`config.mk`:
```
export PLATFORM = sky130hd
export DESIGN_NAME = tm1638_responder_flat
export DESIGN_NICKNAME = d
export VERILOG_FILES = /design/src/rtl/tm1638_pkg.sv /design/src/rtl/tm1638_responder_if.sv /design/src/rtl/tm1638_pin_sync.sv /design/src/rtl/tm1638_responder.sv /design/src/flat_wrapper.sv
export SDC_FILE = /design/constraint.sdc
export NUM_CORES = 1
export LEC_CHECK = 0
export BUFFER_PORTS_ARGS = -buffer_cell sky130_fd_sc_hd__buf_2
export CORE_AREA = 8 8 175 177
export DETAILED_ROUTE_END_ITERATION = 16
export DIE_AREA = 0 0 183 185
export PLACE_DENSITY_LB_ADDON = 0.05
export SKIP_CTS_REPAIR_TIMING = 1
export SYNTH_ARGS = -nofsm -noshare
export SYNTH_HDL_FRONTEND = slang
export SYNTH_HIERARCHICAL = 1
export SYNTH_SLANG_ARGS = --single-unit
export TNS_END_PERCENT = 1
```
`constraint.sdc`:
```
create_clock -name clk -period 2.5 [get_ports clk]
set_clock_uncertainty 0.15 [all_clocks]
set_input_delay 0.5 -clock clk [delete_from_list [all_inputs] [get_ports clk]]
set_output_delay 0.5 -clock clk [all_outputs]
set_load 0.05 [all_outputs]
```
`src/rtl/tm1638_pkg.sv`:
```
// Shared definitions for the TM1638 device-side responder: command classes,
// data-command bit positions, FSM state encoding and the key-scan byte layout.
package tm1638_pkg;

    localparam logic [1:0] CLS_DATA = 2'b01;
    localparam logic [1:0] CLS_DISP = 2'b10;
    localparam logic [1:0] CLS_ADDR = 2'b11;

    localparam int READ_BIT  = 1;
    localparam int FIXED_BIT = 2;

    typedef enum logic [2:0] {
        ST_IDLE   = 3'd0,
        ST_CMD    = 3'd1,
        ST_WDATA  = 3'd2,
        ST_RDATA  = 3'd3,
        ST_IGNORE = 3'd4
    } state_e;

    // Read byte i carries two keys: bit0 = keys[7-i], bit4 = keys[3-i].
    function automatic logic [7:0] key_byte(input logic [7:0] k, input logic [2:0] idx);
        case (idx)
            3'd0:    key_byte = {3'b000, k[3], 3'b000, k[7]};
            3'd1:    key_byte = {3'b000, k[2], 3'b000, k[6]};
            3'd2:    key_byte = {3'b000, k[1], 3'b000, k[5]};
            3'd3:    key_byte = {3'b000, k[0], 3'b000, k[4]};
            default: key_byte = 8'h00;
        endcase
    endfunction

endpackage

```
`src/rtl/tm1638_responder_if.sv`:
```
// Three-wire TM1638 host bus. The host (master) drives STB/CLK and the DIO pad
// input; the responder (slave) returns a DIO drive value and its enable.
interface tm1638_responder_if;
    logic stb;
    logic sclk;
    logic dio_in;
    logic dio_out;
    logic dio_oe;

    modport master (output stb, output sclk, output dio_in, input dio_out, input dio_oe);
    modport slave  (input stb, input sclk, input dio_in, output dio_out, output dio_oe);
endinterface

```
`src/rtl/tm1638_pin_sync.sv`:
```
// Two-stage synchronizers for the asynchronous host pins plus a history stage
// used for edge detection. Edge strobes are registered, so a pin edge shows up
// as a strobe three clk cycles later; dio is delayed to line up with them.
module tm1638_pin_sync (
    input  logic clk,
    input  logic rst_n,
    input  logic stb,
    input  logic sclk,
    input  logic dio_in,
    output logic stb_fall,
    output logic stb_rise,
    output logic sclk_fall,
    output logic sclk_rise,
    output logic dio
);
    // [0] first sync stage, [1] second sync stage, [2] previous synchronized value
    logic [2:0] stb_q, stb_d, sclk_q, sclk_d, dio_q, dio_d;
    logic [3:0] edge_q, edge_d;

    // Next values of the sync chains and the edge strobes.
    always_comb begin
        stb_d  = {stb_q[1:0], stb};
        sclk_d = {sclk_q[1:0], sclk};
        dio_d  = {dio_q[1:0], dio_in};
        edge_d = {~stb_q[1] & stb_q[2], stb_q[1] & ~stb_q[2],
                  ~sclk_q[1] & sclk_q[2], sclk_q[1] & ~sclk_q[2]};
    end

    // Sync/edge registers; STB and CLK idle high so reset to 1 to avoid false edges.
    always_ff @(posedge clk or negedge rst_n) begin
        if (!rst_n) begin
            stb_q  <= 3'b111;
            sclk_q <= 3'b111;
            dio_q  <= 3'b000;
            edge_q <= 4'b0000;
        end else begin
            stb_q  <= stb_d;
            sclk_q <= sclk_d;
            dio_q  <= dio_d;
            edge_q <= edge_d;
        end
    end

    assign stb_fall  = edge_q[3];
    assign stb_rise  = edge_q[2];
    assign sclk_fall = edge_q[1];
    assign sclk_rise = edge_q[0];
    assign dio       = dio_q[2];

endmodule

```
`src/rtl/tm1638_responder.sv`:
```
// TM1638 device-side responder: decodes host commands, holds the 16-byte
// display RAM and display-control state, and returns key-scan bytes on reads.
// Optional feature macro: TM1638_RESPONDER_KEYSCAN_EN enables read-back of
// keys; without it a read command is reported via cmd_err and DIO is never driven.
module tm1638_responder
    import tm1638_pkg::*;
(
    input  logic                     clk,
    input  logic                     rst_n,
    tm1638_responder_if.slave        bus,
    input  logic [7:0]               keys,
    output logic [127:0]             disp_ram,
    output logic                     display_on,
    output logic [2:0]               display_level,
    output logic                     frame_done,
    output logic                     cmd_err
);
    logic stb_fall, stb_rise, sclk_fall, sclk_rise, dio_s;

    tm1638_pin_sync u_sync (
        .clk       (clk),
        .rst_n     (rst_n),
        .stb       (bus.stb),
        .sclk      (bus.sclk),
        .dio_in    (bus.dio_in),
        .stb_fall  (stb_fall),
        .stb_rise  (stb_rise),
        .sclk_fall (sclk_fall),
        .sclk_rise (sclk_rise),
        .dio       (dio_s)
    );

    state_e         state_q, state_d;
    logic [2:0]     bit_cnt_q, bit_cnt_d;
    logic [6:0]     shreg_q, shreg_d;
    logic [3:0]     addr_q, addr_d;
    logic           fixed_q, fixed_d;
    logic [127:0]   ram_q, ram_d;
    logic           on_q, on_d;
    logic [2:0]     level_q, level_d;
    logic           frame_done_q, frame_done_d;
    logic           cmd_err_q, cmd_err_d;
    logic [7:0]     byte_nxt;
`ifdef TM1638_RESPONDER_KEYSCAN_EN
    logic [2:0]     rd_idx_q, rd_idx_d;
    logic [7:0]     rd_byte_q, rd_byte_d;
    logic           dio_out_q, dio_out_d;
    logic           dio_oe_q, dio_oe_d;
    logic [7:0]     key_b;
`endif

    // Frame/command FSM, byte assembly, RAM writes and read-bit drive.
    always_comb begin
        state_d      = state_q;
        bit_cnt_d    = bit_cnt_q;
        shreg_d      = shreg_q;
        addr_d       = addr_q;
        fixed_d      = fixed_q;
        ram_d        = ram_q;
        on_d         = on_q;
        level_d      = level_q;
        frame_done_d = 1'b0;
        cmd_err_d    = 1'b0;
        byte_nxt     = {dio_s, shreg_q};
`ifdef TM1638_RESPONDER_KEYSCAN_EN
        rd_idx_d     = rd_idx_q;
        rd_byte_d    = rd_byte_q;
        dio_out_d    = dio_out_q;
        dio_oe_d     = dio_oe_q;
        key_b        = key_byte(keys, rd_idx_q);
`endif
        if (stb_rise) begin
            // STB high ends the frame from any state; a partial byte is dropped.
            state_d      = ST_IDLE;
            bit_cnt_d    = 3'd0;
            frame_done_d = 1'b1;
`ifdef TM1638_RESPONDER_KEYSCAN_EN
            dio_oe_d     = 1'b0;
`endif
        end else if (stb_fall) begin
            state_d   = ST_CMD;
            bit_cnt_d = 3'd0;
        end else begin
            if (sclk_rise && state_q != ST_IDLE) begin
                shreg_d   = byte_nxt[7:1];
                bit_cnt_d = bit_cnt_q + 3'd1;
                if (bit_cnt_q == 3'd7) begin
                    case (state_q)
                        ST_CMD: begin
                            state_d = ST_IGNORE;
                            case (byte_nxt[7:6])
                                CLS_DATA: begin
                                    fixed_d = byte_nxt[FIXED_BIT];
                                    if (byte_nxt[READ_BIT]) begin
`ifdef TM1638_RESPONDER_KEYSCAN_EN
                                        state_d  = ST_RDATA;
                                        rd_idx_d = 3'd0;
`else
                                        cmd_err_d = 1'b1;
`endif
                                    end
                                end
                                CLS_ADDR: begin
                                    addr_d  = byte_nxt[3:0];
                                    state_d = ST_WDATA;
                                end
                                CLS_DISP: begin
                                    on_d    = byte_nxt[3];
                                    level_d = byte_nxt[2:0];
                                end
                                default: cmd_err_d = 1'b1;
                            endcase
                        end
                        ST_WDATA: begin
                            ram_d[{addr_q, 3'b000} +: 8] = byte_nxt;
                            if (!fixed_q) addr_d = addr_q + 4'd1;
                        end
`ifdef TM1638_RESPONDER_KEYSCAN_EN
                        ST_RDATA: begin
                            if (rd_idx_q < 3'd4) rd_idx_d = rd_idx_q + 3'd1;
                        end
`endif
                        default: ;
                    endcase
                end
            end
`ifdef TM1638_RESPONDER_KEYSCAN_EN
            // Drive read bit k on the host falling edge; keys captured at bit 0.
            if (sclk_fall && state_q == ST_RDATA) begin
                dio_oe_d = 1'b1;
                if (bit_cnt_q == 3'd0) begin
                    rd_byte_d = key_b;
                    dio_out_d = key_b[0];
                end else begin
                    dio_out_d = rd_byte_q[bit_cnt_q];
                end
            end
`endif
        end
    end

    // State register; every bit including the display RAM clears on reset.
    always_ff @(posedge clk or negedge rst_n) begin
        if (!rst_n) begin
            state_q      <= ST_IDLE;
            bit_cnt_q    <= 3'd0;
            shreg_q      <= 7'd0;
            addr_q       <= 4'd0;
            fixed_q      <= 1'b0;
            ram_q        <= '0;
            on_q         <= 1'b0;
            level_q      <= 3'd0;
            frame_done_q <= 1'b0;
            cmd_err_q    <= 1'b0;
`ifdef TM1638_RESPONDER_KEYSCAN_EN
            rd_idx_q     <= 3'd0;
            rd_byte_q    <= 8'd0;
            dio_out_q    <= 1'b0;
            dio_oe_q     <= 1'b0;
`endif
        end else begin
            state_q      <= state_d;
            bit_cnt_q    <= bit_cnt_d;
            shreg_q      <= shreg_d;
            addr_q       <= addr_d;
            fixed_q      <= fixed_d;
            ram_q        <= ram_d;
            on_q         <= on_d;
            level_q      <= level_d;
            frame_done_q <= frame_done_d;
            cmd_err_q    <= cmd_err_d;
`ifdef TM1638_RESPONDER_KEYSCAN_EN
            rd_idx_q     <= rd_idx_d;
            rd_byte_q    <= rd_byte_d;
            dio_out_q    <= dio_out_d;
            dio_oe_q     <= dio_oe_d;
`endif
        end
    end

`ifdef TM1638_RESPONDER_KEYSCAN_EN
    assign bus.dio_out = dio_out_q;
    assign bus.dio_oe  = dio_oe_q;
`else
    logic unused_keyscan;
    assign unused_keyscan = ^{keys, sclk_fall};
    assign bus.dio_out    = 1'b0;
    assign bus.dio_oe     = 1'b0;
`endif

    assign disp_ram      = ram_q;
    assign display_on    = on_q;
    assign display_level = level_q;
    assign frame_done    = frame_done_q;
    assign cmd_err       = cmd_err_q;

endmodule

```
`src/flat_wrapper.sv`:
```
// flat-port wrapper written by rule: the top's interface ports become plain ports
module tm1638_responder_flat import tm1638_pkg::*;
  (clk, rst_n, keys, disp_ram, display_on, display_level, frame_done, cmd_err, bus_stb, bus_sclk, bus_dio_in, bus_dio_out, bus_dio_oe);
  tm1638_responder_if bus_i ();
  input  logic clk;
  input  logic rst_n;
  input  logic [7:0] keys;
  output logic [127:0] disp_ram;
  output logic display_on;
  output logic [2:0] display_level;
  output logic frame_done;
  output logic cmd_err;
  input wire logic [$bits(bus_i.stb)-1:0] bus_stb;
  input wire logic [$bits(bus_i.sclk)-1:0] bus_sclk;
  input wire logic [$bits(bus_i.dio_in)-1:0] bus_dio_in;
  output wire logic [$bits(bus_i.dio_out)-1:0] bus_dio_out;
  output wire logic [$bits(bus_i.dio_oe)-1:0] bus_dio_oe;
  assign bus_i.stb = bus_stb;
  assign bus_i.sclk = bus_sclk;
  assign bus_i.dio_in = bus_dio_in;
  assign bus_dio_out = bus_i.dio_out;
  assign bus_dio_oe = bus_i.dio_oe;
  tm1638_responder u_core (.clk(clk), .rst_n(rst_n), .bus(bus_i), .keys(keys), .disp_ram(disp_ram), .display_on(display_on), .display_level(display_level), .frame_done(frame_done), .cmd_err(cmd_err));
endmodule
```
# Word level (Yosys, flattened, before mapping)
# Cells that the tools add are included.
# classes
addsub	3
eq_ne	8
shift	2
muxes	21
bitwise	10
reduce_logical	13
# op_table
operator	n
128-bit bitwise mux	1
8-bit by 9-bit variable shift with 128-bit output, first input constant	1
8-bit by 9-bit variable part select with 128-bit output	1
3-bit 2-to-1 mux	9
6-bit AND reduction	2
3-bit nonzero test	4
7-bit negation with 9-bit output	1
4-bit 2-to-1 mux	2
4-bit case mux with 2 select lines	1
1-bit 2-to-1 mux	7
7-bit AND reduction	1
1-bit inverter	6
3-bit AND reduction	2
5-bit AND reduction	1
4-bit by 1-bit adder with 4-bit output, second input constant	1
1-bit bitwise AND	4
2-bit equality test, second input constant	2
2-bit inequality test, second input constant	2
3-bit by 1-bit adder with 3-bit output, second input constant	1
3-bit by 1-bit equality test with 1-bit output, second input constant	1
3-bit by 2-bit equality test with 1-bit output, second input constant	1
3-bit equality test, second input constant	1
2-bit by 1-bit equality test with 1-bit output, second input constant	1
1-bit case mux with 2 select lines	1
other kinds (3)	3
# totals
register_bits	165
out_inout_bits	136
word_cells	71

# Longest topological paths before layout
# logic_depth
word_depth	8
depth_mapped	10

# By module
# Netlist, hierarchy kept.
# modules_own_cells
module	n_inst	cells_each	area_per_inst_um2	seq_area_each_um2
tm1638_responder	1	517	6483.7	3803.6
tm1638_pin_sync	1	17	367.9	332.8

# Least setup slack after synthesis
# OpenSTA, ideal clock, no wires.
# synth_path
path_type	register to register
startpoint	register u_core.addr_q[0]
endpoint	register u_core.ram_q[72] (netlist: u_core/disp_ram[72])
t_arrival_ps	2024
required_time_ps	2225
setup_slack_ps	201
path_stages_with_launch	7
path_buffers	1
path_cell_list	dfrtp_1 inv_1 ha_1 clkbuf_1 nand2_1 nor3_4 mux2_2
# synth_via
elab_chain_len	3
elab_cells_between_ends	4
cone_classes	add/sub (1); shift (2); mux (1)
# synth_rtl
element	line_no	rtl
start: declaration	tm1638_responder.sv:36	logic [3:0] addr_q, addr_d;
start signal: assignment	tm1638_responder.sv:165	addr_q <= addr_d;
7-bit negation with 9-bit output (*)	tm1638_responder.sv:115	ram_d[{addr_q, 3'b000} +: 8] = byte_nxt;
8-bit by 9-bit variable part select with 128-bit output / 8-bit by 9-bit variable shift with 128-bit output (equally long branches)	tm1638_responder.sv:115	
128-bit bitwise mux (*)	tm1638_responder.sv:115	
end signal: assignment	tm1638_responder.sv:167	ram_q <= ram_d;
end: declaration	tm1638_responder.sv:38	logic [127:0] ram_q, ram_d;
# Mark *: on every way between the ends. The rest lies on a longest branch, timed or not.
# A chain may end at the register's enable or synchronous reset.

# Worst setup path after layout
# layout_path
startpoint	register u_core.addr_q[0]
endpoint	register u_core.ram_q[68] (netlist: u_core/disp_ram[68])
# The elaborated chain is that of the path after synthesis.

==> flow_summary.ini <==
[timing]
setup_viol = 0
hold-worst-slack_ns = 0.0346
fin_tns_setup_ns = 0
setup_slack_ns = 0.160
max_slew_margin_pct = 41.9
worst_slew_pin_slew_ns = 0.872
grt_setup_unrepaired = no
post-route-min-period_ns = 2.34
slew_violations = 0
finalCritPeriodShare_pct = 93.6
hold_viol = 0
timing.fmax_mhz = 427

[synth]
synth_cells = 532
synth_area_per_cell_sq_um = 12.8
yosys_warnings = 6
mappedNetlistArea_sq_mm = 0.00682

[detailed_routing]
first_pass_iters = 4
viasPerCell = 4.24
final_antenna_net_count = 0
drc = 0
drt-total-wl_um = 20100
vias = 4639
wl_per_cell_um = 18.4
drtIter0Drc = 277

[pwr]
power_w = 0.00574
internal_power_w = 0.00426
powerDensity_mw_per_mm2 = 650
swShare_pct = 25.9
irDropWorstVdd_uv = 369
p_comb_share_pct = 4.3
power_leakage_nw = 4.57
pwr-share-clk_pct = 45.4
switchingPower_w = 0.00148
sequentialPowerShare_pct = 50.3

[critical_path]
critPathCaptureType = flop
required_ns = 2.65
critPathKind = reg2reg
r2r_slack_ns = 0.16
reg2reg_from = u_core/addr_q[0]
reg2reg_to = u_core/disp_ram[68]
cp.arrival_ns = 2.49
cp-start-kind = flop
path_max_fanout = 8
reg2regPathDepth = 6

[placement]
finalWeightedCongestion = 0.735
io_buffer_count = 138
hpwl_um = 13700
dpl_worst_slack_ns = 0.0581

[layout]
drive_gt1_share_pct = 45.4
multi_input_area_sq_mm = 0.00247
ff_latch_area_sq_mm = 0.00411
n_fill_cell = 2920
final_util_pct = 31.4
synthToLayoutAreaGrowth_pct = 29.5
antennaDiodeCount = 0
layout.nets = 714

[global_route]
antenna_found_initial = 0
grt_usage_pct = 12.1
grt_pass1_wl_um = 31300
grt_max_degree = 55
grt_pass1_vias = 5088
overflow = 0

[hold_path]
hold_class = in2reg
hold-path-cell-count = 1
holdCritStartpoint = bus_dio_in
hold_end = u_core/u_sync/dio_q[0]

[clock_tree]
clk_pin_slew_worst_paths_ns = 0.07
cts.htree.levels = 4
cts_tree = built
cts_buffers = 17
cts_root_buf = clkbuf_16
cts_buffer_depth = 2
clock_latency_ns = 0.42
cts.sinks = 164

[job]
drv_cap = 0

[floorplan]
die_w_um = 183
row_count = 62
core_area_sq_mm = 0.0281
pin_count = 149
fp.dieArea_sq_mm = 0.0339
start_util_pct = 24.3
die_height_um = 185

[run_status]
outcome = finished clean
[sequential cells by signal (all words and copies together), names as in the netlist, 3 cells and up]
register / flops
u_core/display_level: 3
u_core/shreg_q: 7
u_core/bit_cnt_q: 3
u_core/u_sync/edge_q: 3
u_core/u_sync/dio_q: 3
u_core/u_sync/stb_q: 3
u_core/state_q: 3
u_core/disp_ram: 128
u_core/addr_q: 4
u_core/u_sync/sclk_q: 3
[placed cells by master (no fill, tap or decap), types with 10 or more instances in the layout]
cell type	count
mux2_2	71
dfrtp_1	158
o21ai_0	66
inv_1	26
nand2_1	39
clkbuf_16	17
mux2i_1	19
nand3_1	10
mux2_4	12
buf_4	31
buf_2	137
[layout make-up]
type | count | share of cell area [%]
clock buffer | 20 | 5.29
clock inverter | 12 | 1.36
inverter | 26 | 1.11
multi-input combinational | 310 | 28.0
sequential | 164 | 46.6
tap | 384 | 5.44
timing repair buffer | 178 | 12.2
[worst max-delay path by stage]
stage | start | to | slack [ns] | cells past startpoint
global placement | u_core/bit_cnt_q[0] | u_core/disp_ram[87] | 0.09 | 7
global route | u_core/addr_q[0] | u_core/disp_ram[68] | 0.006 | 6
CTS | u_core/bit_cnt_q[1] | u_core/disp_ram[83] | 0.02 | 7
detailed placement | u_core/bit_cnt_q[0] | u_core/disp_ram[83] | 0.06 | 7
finish | u_core/addr_q[0] | u_core/disp_ram[68] | 0.16 | 6
floorplan | u_core/addr_q[0] | u_core/disp_ram[72] | 0.20 | 6
[critical path, stage by stage (launching register included)]
cell and delay, ns:
dfrtp_1 0.37, inv_1 0.13, ha_1 0.33, xor2_2 0.34, buf_4 0.24, nand4_2 0.29, mux2_2 0.38
[metal layers]
metal	GRT usage (%)	part of all wire, %	vias up
met5	0	0	-
met4	3.22	0.90	0
met3	4.73	7.8	12
met2	18.5	44	116
met1	15.8	47	2344
li1	-	-	2167
[power groups by stage]
| stage | Sequential, W | Clock [W] | Combinational, W |
|---|---|---|---|
| final | 0.00289 | 0.00260 | 0.000247 |
| after global routing | 0.00291 | 0.00286 | 0.000278 |
| after CTS | 0.00291 | 0.00272 | 0.000255 |
| after detailed placement | 0.00296 | 0 | 0.000253 |
| after global placement | 0.00295 | 0 | 0.000244 |
| after floorplan | 0.00278 | 0 | 0.000165 |
[per-stage QoR]
| step | std cells | cell area [sq um] |
|---|---|---|
| floorplan | 533 | 6820 |
| global placement | 1059 | 8200 |
| detailed placement | 1059 | 8200 |
| CTS | 1091 | 8790 |
| global route | 1094 | 8830 |
| finish | 1094 | 8830 |
Note: power is estimated with default switching activity, not from simulation.
